<file path="config.mk">
export PLATFORM = sky130hd
export DESIGN_NAME = ram_scan_arbiter
export DESIGN_NICKNAME = d
export VERILOG_FILES = /design/src/rtl/ram_scan_arbiter.sv
export SDC_FILE = /design/constraint.sdc
export NUM_CORES = 1
export LEC_CHECK = 0
export BUFFER_PORTS_ARGS = -buffer_cell sky130_fd_sc_hd__buf_2
export CAP_MARGIN = 5
export CORE_MARGIN = 1
export CORE_UTILIZATION = 35
export DETAILED_ROUTE_END_ITERATION = 16
export PLACE_DENSITY = 0.6
export SLEW_MARGIN = 15
export SYNTH_ARGS = -nofsm -noshare
export SYNTH_HDL_FRONTEND = slang
export SYNTH_SLANG_ARGS = --single-unit
export TNS_END_PERCENT = 1
</file>
<file path="constraint.sdc">
create_clock -name clk -period 1.7 [get_ports clk]
set_input_delay 0.51 -clock clk [delete_from_list [all_inputs] [get_ports clk]]
set_output_delay 0.51 -clock clk [all_outputs]
set_load 0.01 [all_outputs]
</file>
<file path="src/rtl/ram_scan_arbiter.sv">
// Arbitrates a single-port 32x4 synchronous RAM between a display scan reader
// and an edge-triggered key writer. Writes win, and each side has a one-deep pending slot.
module ram_scan_arbiter #(
  parameter int RD_LATENCY = 1
) (
  input  logic       clk,
  input  logic       reset,
  input  logic [4:0] scan_addr,
  input  logic       scan_adv,
  input  logic       wr_req,
  input  logic [4:0] wr_addr,
  input  logic [3:0] wr_data,
  input  logic [3:0] ram_rdata,
  output logic [4:0] ram_addr,
  output logic       ram_wren,
  output logic [3:0] ram_wdata,
  output logic       wr_ack,
  output logic [4:0] disp_addr,
  output logic [3:0] disp_data,
  output logic       disp_valid,
  output logic [1:0] dbg_state
);
  // scan_adv is a one-cycle request pulse and wr_req is a level whose rising edge is
  // one request. Neither input has a ready: requests that arrive while the RAM is busy
  // are parked. wr_ack pulses in the single cycle the write is presented to the RAM.
  typedef enum logic [1:0] {IDLE = 2'd0, RD_WAIT = 2'd1, WR = 2'd2} state_e;

  localparam logic [1:0] LAT_LOAD = 2'(RD_LATENCY);

  state_e     state_q, state_d;
  logic [4:0] rd_addr_q, rd_addr_d;
  logic [1:0] lat_q, lat_d;
  logic       wr_prev_q, wr_prev_d;
  logic [4:0] wr_addr_q, wr_addr_d;
  logic [3:0] wr_data_q, wr_data_d;
  logic       scan_pend_q, scan_pend_d;
  logic [4:0] scan_pend_addr_q, scan_pend_addr_d;
  logic       wr_pend_q, wr_pend_d;
  logic [4:0] wr_pend_addr_q, wr_pend_addr_d;
  logic [3:0] wr_pend_data_q, wr_pend_data_d;
  logic [4:0] disp_addr_q, disp_addr_d;
  logic [3:0] disp_data_q, disp_data_d;
  logic       disp_valid_q, disp_valid_d;
  logic       wr_edge;

  assign wr_edge = wr_req & ~wr_prev_q;

  always_ff @(posedge clk) begin
    if (reset) begin
      state_q          <= IDLE;
      rd_addr_q        <= '0;
      lat_q            <= '0;
      wr_prev_q        <= 1'b1;
      wr_addr_q        <= '0;
      wr_data_q        <= '0;
      scan_pend_q      <= 1'b0;
      scan_pend_addr_q <= '0;
      wr_pend_q        <= 1'b0;
      wr_pend_addr_q   <= '0;
      wr_pend_data_q   <= '0;
      disp_addr_q      <= '0;
      disp_data_q      <= '0;
      disp_valid_q     <= 1'b0;
    end else begin
      state_q          <= state_d;
      rd_addr_q        <= rd_addr_d;
      lat_q            <= lat_d;
      wr_prev_q        <= wr_prev_d;
      wr_addr_q        <= wr_addr_d;
      wr_data_q        <= wr_data_d;
      scan_pend_q      <= scan_pend_d;
      scan_pend_addr_q <= scan_pend_addr_d;
      wr_pend_q        <= wr_pend_d;
      wr_pend_addr_q   <= wr_pend_addr_d;
      wr_pend_data_q   <= wr_pend_data_d;
      disp_addr_q      <= disp_addr_d;
      disp_data_q      <= disp_data_d;
      disp_valid_q     <= disp_valid_d;
    end
  end

  always_comb begin
    state_d          = state_q;
    rd_addr_d        = rd_addr_q;
    lat_d            = lat_q;
    wr_prev_d        = wr_req;
    wr_addr_d        = wr_addr_q;
    wr_data_d        = wr_data_q;
    scan_pend_d      = scan_pend_q;
    scan_pend_addr_d = scan_pend_addr_q;
    wr_pend_d        = wr_pend_q;
    wr_pend_addr_d   = wr_pend_addr_q;
    wr_pend_data_d   = wr_pend_data_q;
    disp_addr_d      = disp_addr_q;
    disp_data_d      = disp_data_q;
    disp_valid_d     = disp_valid_q;

    unique case (state_q)
      IDLE: begin
        if (wr_pend_q || wr_edge) begin
          state_d = WR;
          if (wr_pend_q) begin
            // Older parked write goes first; a fresh edge refills the freed slot.
            wr_addr_d = wr_pend_addr_q;
            wr_data_d = wr_pend_data_q;
            wr_pend_d = wr_edge;
            if (wr_edge) begin
              wr_pend_addr_d = wr_addr;
              wr_pend_data_d = wr_data;
            end
          end else begin
            wr_addr_d = wr_addr;
            wr_data_d = wr_data;
          end
          if (scan_adv) begin
            scan_pend_d      = 1'b1;
            scan_pend_addr_d = scan_addr;
          end
        end else if (scan_adv || scan_pend_q) begin
          state_d     = RD_WAIT;
          rd_addr_d   = scan_adv ? scan_addr : scan_pend_addr_q;
          lat_d       = LAT_LOAD;
          scan_pend_d = 1'b0;
        end
      end
      RD_WAIT: begin
        if (lat_q == 2'd0) begin
          state_d      = IDLE;
          disp_addr_d  = rd_addr_q;
          disp_data_d  = ram_rdata;
          disp_valid_d = 1'b1;
        end else begin
          lat_d = lat_q - 2'd1;
        end
      end
      WR: begin
        state_d = IDLE;
        // Keep the displayed word coherent with the RAM without issuing a re-read.
        if (disp_valid_q && (wr_addr_q == disp_addr_q)) disp_data_d = wr_data_q;
      end
      default: state_d = IDLE;
    endcase

    if (state_q != IDLE) begin
      if (scan_adv) begin
        scan_pend_d      = 1'b1;
        scan_pend_addr_d = scan_addr;
      end
      if (wr_edge && !wr_pend_q) begin
        wr_pend_d      = 1'b1;
        wr_pend_addr_d = wr_addr;
        wr_pend_data_d = wr_data;
      end
    end
  end

  assign ram_addr   = (state_q == WR) ? wr_addr_q : rd_addr_q;
  assign ram_wdata  = wr_data_q;
  assign ram_wren   = (state_q == WR);
  assign wr_ack     = (state_q == WR);
  assign disp_addr  = disp_addr_q;
  assign disp_data  = disp_data_q;
  assign disp_valid = disp_valid_q;
  assign dbg_state  = state_q;

endmodule

</file>
==> flow_summary.yaml, run 1 <==
status:
  status: "complete, but fails checks"
  violations: "setup timing"
detailed_routing:
  drc: 0
  met1Wirelength_microns: 2000
  firstDrtPassIters: 4
  top_layer: "met4"
  routedWlPerCell_microns: 12.7
  vias_per_cell: 4.79
  dr_total_vias: 1561
  drtIter0Drc: 27
  wl_met2_microns: 1880
  ant_nets: 0
  wl_met3_microns: 183
  wl_microns: 4130
critical_path:
  end_kind: "output port"
  cp.depth: 4
  worstSetupPathType: "register to output port"
  arrival_ns: 1.34
  critPathRequiredTime_ns: 1.19
  crit_family: "flip-flops"
  crit_chain: "nor2b_4 -> buf_12 -> mux2_4 -> buf_6"
  slowest_stage: "dfxtp_2"
  reg2reg_depth: 7
  max_stage_delay_ns: 0.33
  worst-path-buf-inv: 2
  cp_max_fo: 7
  start_kind: "register"
yosys:
  yosys_warnings: 0
  synth-edff-count: 0
  async_reset_ff_share_pct: 0
  synth_area_sq_um: 2030
  syn_area_per_cell_sq_um: 10.1
  syn-num-nets: 224
  syn_inst: 201
  ys_ff_latch: 45
  yosysSeqAreaShare_pct: 44.4
  synthDistinctLibCells: 35
  synthFlopType: "dfxtp_1"
floorplanning:
  die_y_microns: 78.1
  die_area_sq_um: 6100
  placement_rows: 27
  io-pin-count: 45
  initial_core_util_pct: 36.6
  core_sq_um: 5540
  fp.dieW_microns: 78.1
placed_design:
  place_inst: 316
  io_buffers: 44
  post-place-ws_ns: 0.0389
  dp_hpwl_microns: 3030
  gp_congestion: 0.731
sta:
  fmax_ghz: 0.542
  slew_violations: 0
  tightest_slew_ns: 0.445
  fin_skew_ns: 0.00636
  period_needed_ns: 1.85
  setup_slack_ns: -0.146
  rsz0062_at_grt: "yes"
  tns_ns: -0.753
  setup_viol: 6
  fin_crit_sh_pct: 109
  holdWs_ns: 0.410
  slew-limit-headroom_pct: 70.1
  hold_viol: 0
clock_network:
  cts_max_path_buffers: 2
  clk_latency_ns: 0.30
  htree_num_levels: 2
  root_buffer: "clkbuf_8"
  cts.clk_slew.worst_paths_ns: 0.08
  numCtsBuffers: 5
  cts_tree: "built"
  cts_sinks: 45
cells_and_area:
  finalNetCount: 276
  drive_gt1_share_pct: 35.0
  synthToLayoutAreaGrowth_pct: 27.9
  stdcell_count: 326
  diodes: 0
global_route:
  grt.overflow.total: 0
  grt_max_degree: 20
  antenna_found_initial: 0
  grt_pass1_vias: 1506
  grtUsageTotal_pct: 15.1
  grt_pass1_wl_microns: 7120
worst_hold_path:
  min_path_cells: 2
  hp-class: "primary input to register"
power_and_ir_drop:
  vdd_drop_max_v: 0.000247
  p_leak_nw: 1.21
  totalPowerFinal_mw: 2.28
  p_per_area_nw_per_um2: 878
flow_run:
  cap_violations: 0
[metrics by stage]
stage	utilization, %	instance area (sq um)
finish	46.8	2590
floorplan	-	2030
global route	46.8	2590
CTS	46.6	2580
global placement	43.5	2410
detailed placement	43.5	2410
[synthesized netlist by cell type, types with 3 or more instances]
library cell,count,area [sq um]
a211oi_2,4,50.1
nor2_1,37,139
clkbuf_1,5,18.8
mux2i_1,37,370
buf_2,6,30.0
mux2_2,5,56.3
xor2_1,4,35.0
a21oi_1,7,35.0
nor2b_1,3,18.8
dfxtp_1,45,901
inv_1,3,11.3
nand2b_1,5,31.3
a211oi_1,14,105
[area by class of cell]
type | count | area [sq um]
timing repair buffer | 61 | 439
multi-input combinational | 137 | 1070
clock buffer | 6 | 72.6
sequential | 45 | 903
tap | 72 | 90.1
inverter | 3 | 11.3
fill | 567 | 2950
clock inverter | 2 | 10.0
[cells by family (layout without fill, tap and decap cells)]
family	Yosys count	count (layout)	synth area share, %
simple gates	57	57	14.0
compound gates	32	32	12.7
xor+xnor	5	5	2.16
fa+ha+maj	1	1	0.617
flops	45	45	44.4
buf+inv	19	72	5.06
mux	42	42	21.0
[placed cells by master, fill, tap and decap left out, types with 2 or more instances in the layout]
cell,synthesis,final
a211oi_1,14,13
a211oi_2,4,5
a21oi_1,7,7
buf_12,0,4
buf_2,6,38
buf_4,2,12
buf_6,2,7
clkbuf_8,0,5
clkinv_2,0,2
dfxtp_1,45,43
dfxtp_2,0,2
inv_1,3,3
mux2_4,0,5
mux2i_1,37,37
nand2b_1,5,5
nor2_1,37,37
nor2b_1,3,2
nor3_1,2,2
o21ai_0,2,2
xor2_1,4,4
[what timing repair did]
item | 4_1_cts | 5_1_grt
setup buffers | 2 | 0
endpoints found under the hold margin | 0 | 0
resized for setup | 17 | 2
pin swaps | 0 | 3
setup endpoints to repair | 6 | 20
hold buffers | 0 | 0
[power by group]
group	internal [mW]	switching, mW
Clock	0.285	0.354
Sequential	1.12	0.0474
Combinational	0.245	0.223
Total	1.65	0.625
[metal layers]
layer / track usage [%] / vias up
met3: 4.07 / 5
li1: - / 804
met2: 23.8 / 32
met1: 19.4 / 720
met5: 0 / -
met4: 6.11 / 0
[worst register-to-register path, delay by kind of cell (launching register included)]
family                 cells  cell delay, ns
buffers and inverters      3            0.43
flip-flops                 1            0.32
AO/OA/AOI/OAI              1            0.18
AND/OR/NAND/NOR            3            0.62
[worst paths after layout]
path	from	endpoint	slack, ns
min reg2reg	disp_valid$_SDFFE_PP0P_	disp_valid$_SDFFE_PP0P_	0.47
min	wr_req	wr_prev_q$_SDFF_PP1_	0.41
max reg2reg	dbg_state[1]$_SDFFE_PP0P_	rd_addr_q[1]$_SDFFE_PP0P_	0.05
max	dbg_state[1]$_SDFFE_PP0P_	ram_addr[4]	-0.15
No activity file was read; power rests on OpenSTA's default activity.
==> run 2: changes to the inputs <==
--- a/config.mk
+++ b/config.mk
@@ -9,7 +9,9 @@
 export CAP_MARGIN = 5
 export CORE_MARGIN = 1
 export CORE_UTILIZATION = 35
+export CTS_BUF_LIST = sky130_fd_sc_hd__clkbuf_4 sky130_fd_sc_hd__clkbuf_8
 export DETAILED_ROUTE_END_ITERATION = 16
+export MAX_ROUTING_LAYER = met4
 export PLACE_DENSITY = 0.6
 export SLEW_MARGIN = 15
 export SYNTH_ARGS = -nofsm -noshare
==> run 2 against run 1 <==
Against the previous run: the run still ends with setup timing left; sequential power about the same; wire length increased by 0.65%; worst setup slack got worse by 0.0070 ns; core utilization increased by 0.068 points; clock power increased by 3.3%; first-iteration DRC count increased by 93%; register-to-register slack about the same; largest cell class unchanged; largest power group unchanged; highest routed layer unchanged.
==> flow_summary.yaml, run 2 (synthesis gave the netlist of run 1 again) <==
status:
  status: "complete, but fails checks"
  violations: "setup timing"
power_and_ir_drop:
  p_clk_share_pct: 28.8
  p_leak_nw: 1.21
  power_frac_seq_pct: 50.8
  totalPowerFinal_mw: 2.30
  swShare_pct: 27.4
  intPower_mw: 1.67
  p_per_area_nw_per_um2: 885
  p_sw_uw: 631
  pwr-share-comb_pct: 20.4
  vdd_drop_max_v: 0.000248
placed_design:
  dp_hpwl_microns: 3030
  io_buffers: 44
  place_inst: 316
  post-place-ws_ns: 0.0389
  gp_congestion: 0.740
cells_and_area:
  finalNetCount: 276
  stdcell_count: 326
  drive_gt1_share_pct: 35.4
  synthToLayoutAreaGrowth_pct: 28.1
  diodes: 0
  final_common_cell: "dfxtp_1"
  layout_common_cells: "43 x dfxtp_1, 38 x buf_2, 37 x mux2i_1, 37 x nor2_1, 13 x a211oi_1"
  final_util_pct: 46.9
sta:
  rsz0062_at_grt: "yes"
  setup_viol: 6
  slew-limit-headroom_pct: 70.1
  setup_slack_ns: -0.153
  hold_viol: 0
  slew_violations: 0
  period_needed_ns: 1.85
  tightest_slew_ns: 0.445
  fin_crit_sh_pct: 109
  fmax_ghz: 0.540
  fin_skew_ns: 0.00913
critical_path:
  start_kind: "register"
  worstSetupPathType: "register to output port"
  crit_chain: "nor2b_4 -> buf_12 -> mux2_4 -> buf_6"
  arrival_ns: 1.34
  end_kind: "output port"
  cp_max_fo: 7
  max_stage_delay_ns: 0.33
  crit_family: "flip-flops"
  worst-path-buf-inv: 2
  slowest_stage: "dfxtp_2"
  critPathRequiredTime_ns: 1.19
detailed_routing:
  routedWlPerCell_microns: 12.8
  dr_total_vias: 1554
  wl_microns: 4160
  drc: 0
  firstDrtPassIters: 4
  drtIter0Drc: 52
  vias_per_cell: 4.77
  ant_nets: 0
clock_network:
  clk_latency_ns: 0.30
  numCtsBuffers: 5
  root_buffer: "clkbuf_8"
  cts_sinks: 45
  cts_hold_buf: 0
  cts_max_path_buffers: 2
  htree_num_levels: 2
  cts_tree: "built"
  cts.clk_slew.worst_paths_ns: 0.09
floorplanning:
  initial_core_util_pct: 36.6
  fp.dieW_microns: 78.1
  io-pin-count: 45
  placement_rows: 27
  die_y_microns: 78.1
  core_sq_um: 5540
  die_area_sq_um: 6100
global_route:
  antenna_found_initial: 0
  grt.overflow.total: 0
  grt_pass1_vias: 1505
  grtUsageTotal_pct: 15.5
  grt_pass1_wl_microns: 7130
  grt_max_degree: 20
flow_run:
  cap_violations: 0
worst_hold_path:
  hp-class: "primary input to register"
-- run 2: power groups by stage --
stage                     registers [mW]  logic (mW)  clock network (mW)
final                               1.17       0.469               0.661
after global routing                1.18       0.521               0.717
after CTS                           1.17       0.472               0.690
after detailed placement            1.19       0.436                   0
after global placement              1.19       0.429                   0
after floorplan                     1.19       0.283                   0
-- run 2: per-stage QoR --
stage	hold slack, ns	instance area (sq um)	TNS (ns)
after floorplan	0.447	2030	0
after global placement	0.461	2410	0
after detailed placement	0.462	2410	0
after CTS	0.398	2590	-0.806
after global routing	0.418	2600	-1.19
final	0.410	2600	-0.790
-- run 2: layout make-up --
| class | count | area [sq um] |
|---|---|---|
| tap | 72 | 90.1 |
| clock inverter | 2 | 10.0 |
| multi-input combinational | 137 | 1070 |
| clock buffer | 6 | 76.3 |
| sequential | 45 | 903 |
| timing repair buffer | 61 | 439 |
| fill | 567 | 2940 |
| inverter | 3 | 11.3 |
-- run 2: timing repair --
item                       in CTS  in global routing
setup endpoints to repair       6                 23
resized for setup              17                  2
pin swaps                       0                  3
setup buffers                   2                  0
-- run 2: worst paths after layout --
kind	from	endpoint	slack [ns]	cells past startpoint
hold / removal	wr_req	wr_prev_q$_SDFF_PP1_	0.41	2
setup / recovery	dbg_state[1]$_SDFFE_PP0P_	ram_addr[4]	-0.15	4
hold reg to reg	disp_valid$_SDFFE_PP0P_	disp_valid$_SDFFE_PP0P_	0.47	2
setup reg to reg	dbg_state[1]$_SDFFE_PP0P_	rd_addr_q[4]$_SDFFE_PP0P_	0.05	7
-- run 2: routing by layer --
metal / GRT usage, % / wire [microns] / vias to the layer above
met5: - / 0 / -
met2: 23.6 / 1860 / 32
met3: 4.07 / 183 / 5
met4: 6.11 / 68 / 0
li1: - / - / 803
met1: 19.6 / 2050 / 714
